### src/rtl/sat_counter.sv
// sat_counter: counter that holds at all-ones instead of wrapping
module sat_counter #(
    parameter int W = 4
) (
    input  logic         clk,
    input  logic         rst_n,
    input  logic         clr,
    input  logic         inc,
    output logic [W-1:0] q
);
    always_ff @(posedge clk or negedge rst_n)
        if (!rst_n)
            q <= '0;
        else if (clr)
            q <= '0;
        else if (inc && q != '1)
            q <= q + W'(1);
endmodule

### config.mk
export PLATFORM = sky130hd
export DESIGN_NAME = sat_counter
export DESIGN_NICKNAME = d
export VERILOG_FILES = /design/src/rtl/sat_counter.sv
export SDC_FILE = /design/constraint.sdc
export NUM_CORES = 1
export LEC_CHECK = 0
export ABC_AREA = 1
export BUFFER_PORTS_ARGS = -buffer_cell sky130_fd_sc_hd__clkbuf_2
export CAP_MARGIN = 15
export CELL_PAD_IN_SITES_DETAIL_PLACEMENT = 0
export CELL_PAD_IN_SITES_GLOBAL_PLACEMENT = 1
export CORE_AREA = 2 2 39 41
export CTS_CLUSTER_SIZE = 30
export DETAILED_ROUTE_END_ITERATION = 8
export DIE_AREA = 0 0 41 43
export PLACE_DENSITY = 0.5
export SYNTH_ARGS = -nofsm -noshare
export SYNTH_HDL_FRONTEND = slang
export SYNTH_SLANG_ARGS = --single-unit
### constraint.sdc
create_clock -name clk -period 1.25 [get_ports clk]
set_clock_uncertainty 0.2 [all_clocks]
set_input_delay 0.125 -clock clk [delete_from_list [all_inputs] [get_ports clk]]
set_output_delay 0.125 -clock clk [all_outputs]
set_load 0.02 [all_outputs]
# Yosys cells after proc, flatten, opt, wreduce, memory -nomap -nowiden
# Index checks and enable logic that the tools add are counted.
# Widths: inputs -> output; s select.
[classes] reduce_logical=2 mux=2 eq_ne=1 n_addsub=1
[op_table] cell="$mux 4" n=2
[op_table] cell="$add 4x1->4 const B" n=1
[op_table] cell="$ne 4x4->1 const B" n=1
[op_table] cell="$reduce_bool 2->1" n=1
[op_table] cell="$logic_and 1x1->1" n=1
[totals] word_cells=7 regBits=4

# Depth between registers and ports, before layout
[depth] ltp_word=4 mapped_depth=7 depth_no_buf=7

# Worst setup path before layout
# OpenSTA, ideal clock, no wires.
[synth_timing] kind="flip-flop to flip-flop" start="reg q[0]" end="reg q[3]" setup_slack_ps=-130 arrival_ps=1062 path_stages_with_launch=8 setup_ps=118 required_time_ps=932 path_cell_list="dfrtp_1 > ha_1 > nand3_1 > nand2_2 > nand2_2 > inv_2 > nand2_1 > nand2_1"
[synth_between] elab_chain_cells=3 elab_cells_between_ends=6
[synth_lines] item="from (decl)" line="9" source="output logic [W-1:0] q"
[synth_lines] item="from (signal assigned)" line="17" source="q <= q + W'(1);"
[synth_lines] item="$add 4x1->4 or $ne 4x4->1 (tied branches)" line="17, 16"
[synth_lines] item="$mux 4 or $logic_and 1x1->1 (tied branches)" line="16" source="else if (inc && q != '1)"
[synth_lines] item="$mux 4 or $reduce_bool 2->1 (tied branches)"
# Several ways; a longest one is shown, not always the timed one. The select of a mux whose other input is x is not followed.
# A chain may end at the register's enable or synchronous reset.

# Worst setup path after layout
[layout_timing] start="reg q[0]" end="out q[0]"
# No word-level cell between the ends.

==> flow_summary.yaml <==
status:
  outcome: "finished, final reports clean"
floorplanning:
  dieWidth_um: 41
  die_y_um: 43
  dieArea_mm2: 0.00176
  core_area_mm2: 0.00138
  io_pins: 8
  start_util_pct: 16.1
  num_rows: 14
logic_synthesis:
  ys_ff_latch: 4
  yosysSeqAreaShare_pct: 44.9
  ys_types: 10
  syn_nets: 34
  syn_area_um2: 223
  yosysWarnings: 0
  synthCells: 29
  avgSynthCellArea_um2: 7.68
cells_and_area:
  regMostFlops: "q"
  layout-drive-gt1-share_pct: 44.4
  final_util_pct: 28.5
  antenna_cells: 0
  mostFrequentLayoutCell: "nand2_1"
  final_cell_mix: "nand2_1 (10), clkbuf_2 (5), inv_1 (3), nand3_1 (3), clkbuf_4 (3)"
  multiInputGateArea_um2: 125
  area_growth_pct: 77.0
  n_fill_cell: 164
  top_regs: "q (4)"
  largest_reg_flops: 4
  regArea_um2: 103
  nets: 51
critical_path:
  path_class: "register to primary output"
  reg2reg_from: "q[0]"
  start_kind: "register"
  end_kind: "primary output"
  crit_start: "q[0]"
  cp_max_fo: 4
  arrival_ns: 0.91
  cp.required_ns: 0.93
routing:
  finalWirelength_um: 535
  drc: 0
  drtIter0Drc: 2
  vias: 251
  ant_nets: 0
  drtPass1Iterations: 2
  vias_per_cell: 4.11
  wire_per_inst_um: 8.77
global_routing:
  grt_pass1_vias: 241
  grt_max_degree: 7
  antenna_found_initial: 0
  grt_usage_pct: 7.95
  grt_pass1_wl_um: 876
  grt_overflow: 0
sta:
  holdWs_ns: 0.0299
  tightest_slew_ns: 0.203
  drv_slew: 0
  finalHoldViolCount: 0
  max_freq_ghz: 0.809
  setup_violations: 0
  min_period_over_period_pct: 98.9
  worst_slack_ns: 0.0142
  post-route-min-period_ns: 1.24
  max-slew-margin-rel_pct: 86.5
  rsz0062_at_grt: "yes"
clock_tree:
  cts_buffers: 3
  cts_tree: "built"
  clk_latency_ns: 0.23
  cts_buffer_depth: 2
  clockRootBuffer: "clkbuf_4"
  clock_sinks: 4
  cts_max_level: 1
  clk_pin_slew_ns: 0.04
job:
  maxCapViolCount: 0
placement:
  port_buffers: 7
  finalWeightedCongestion: 0.698
  pre_cts_ws_ns: 0.0180
  hpwl_um: 426
power_and_ir_drop:
  power.ir.vdd_worst_mv: 0.805
  p_per_area_mw_per_mm2: 1060
  p_leak_uw: 0.000211
hold_path:
  hold_class: "primary input to asynchronous set/reset pin"
[path summary, 6_finish.rpt]
path	end	slack, ns	cells past startpoint
setup / recovery	q[0]	0.01	2
hold / removal	q[1]	0.03	2
setup reg to reg	q[0]	0.02	7
hold reg to reg	q[3]	0.36	2
max in group asynchronous	q[0]	0.69	2
min in group clk	q[0]	0.05	5
[worst max-delay path, stage by stage (launching register included)]
cell     delay, ns
dfrtp_2       0.42
buf_6         0.14
buf_8         0.12
[cell usage after synthesis]
cell	instances	area [um2]
nand4_1	2	12.5
nor2_1	1	3.75
xor2_1	1	8.76
nand2_2	2	12.5
nand3_1	4	20.0
ha_1	1	12.5
inv_1	3	11.3
dfrtp_1	4	100
inv_2	1	3.75
nand2_1	10	37.5
[repair_timing]
item / CTS / global route
hold endpoints to repair: 5 / 0
hold buffers: 2 / 0
setup endpoints to repair: 2 / 6
setup buffers: 1 / 0
pin swaps: 0 / 2
resized for setup: 6 / 2
[kinds of logic (layout without fill, tap and decap cells)]
family / count (synthesis) / in the layout / synth area share (%)
XOR/XNOR: 1 / 1 / 3.93
adder cells (fa/ha/maj): 1 / 1 / 5.62
buffers and inverters: 4 / 20 / 6.74
AND/OR/NAND/NOR: 19 / 19 / 38.8
flip-flops: 4 / 4 / 44.9
[layer usage]
metal / wire length, um / vias up / track usage (%)
met2: 248 / 11 / 11.3
met4: 0 / 0 / 4.00
met5: 0 / - / 0
met3: 40 / 0 / 6.28
li1: - / 127 / -
met1: 245 / 113 / 8.09
[where the power goes]
part | leakage (uW) | switching [uW] | internal, uW | total (uW)
sequential | 0.0000512 | 9.75 | 139 | 149
combinational | 0.000145 | 43.5 | 53.1 | 96.7
clock | 0.0000150 | 53.6 | 120 | 173
[layout make-up]
class | instances | share of cell area (%)
inverter | 4 | 3.81
tap | 16 | 5.08
timing repair buffer | 12 | 26.7
sequential | 4 | 26.0
multi-input combinational | 21 | 31.7
clock buffer | 4 | 6.67
[through the flow]
stage	std cells	instance area [um2]	total power [uW]	TNS (ns)
6_report	61	394	419	0
5_1_grt	61	394	454	-0.233
4_1_cts	61	392	425	-0.0315
3_5_place_dp	54	313	218	0
3_3_place_gp	54	313	217	0
2_1_floorplan	29	243	185	-0.0690
Note: power is estimated with default switching activity, not from simulation.
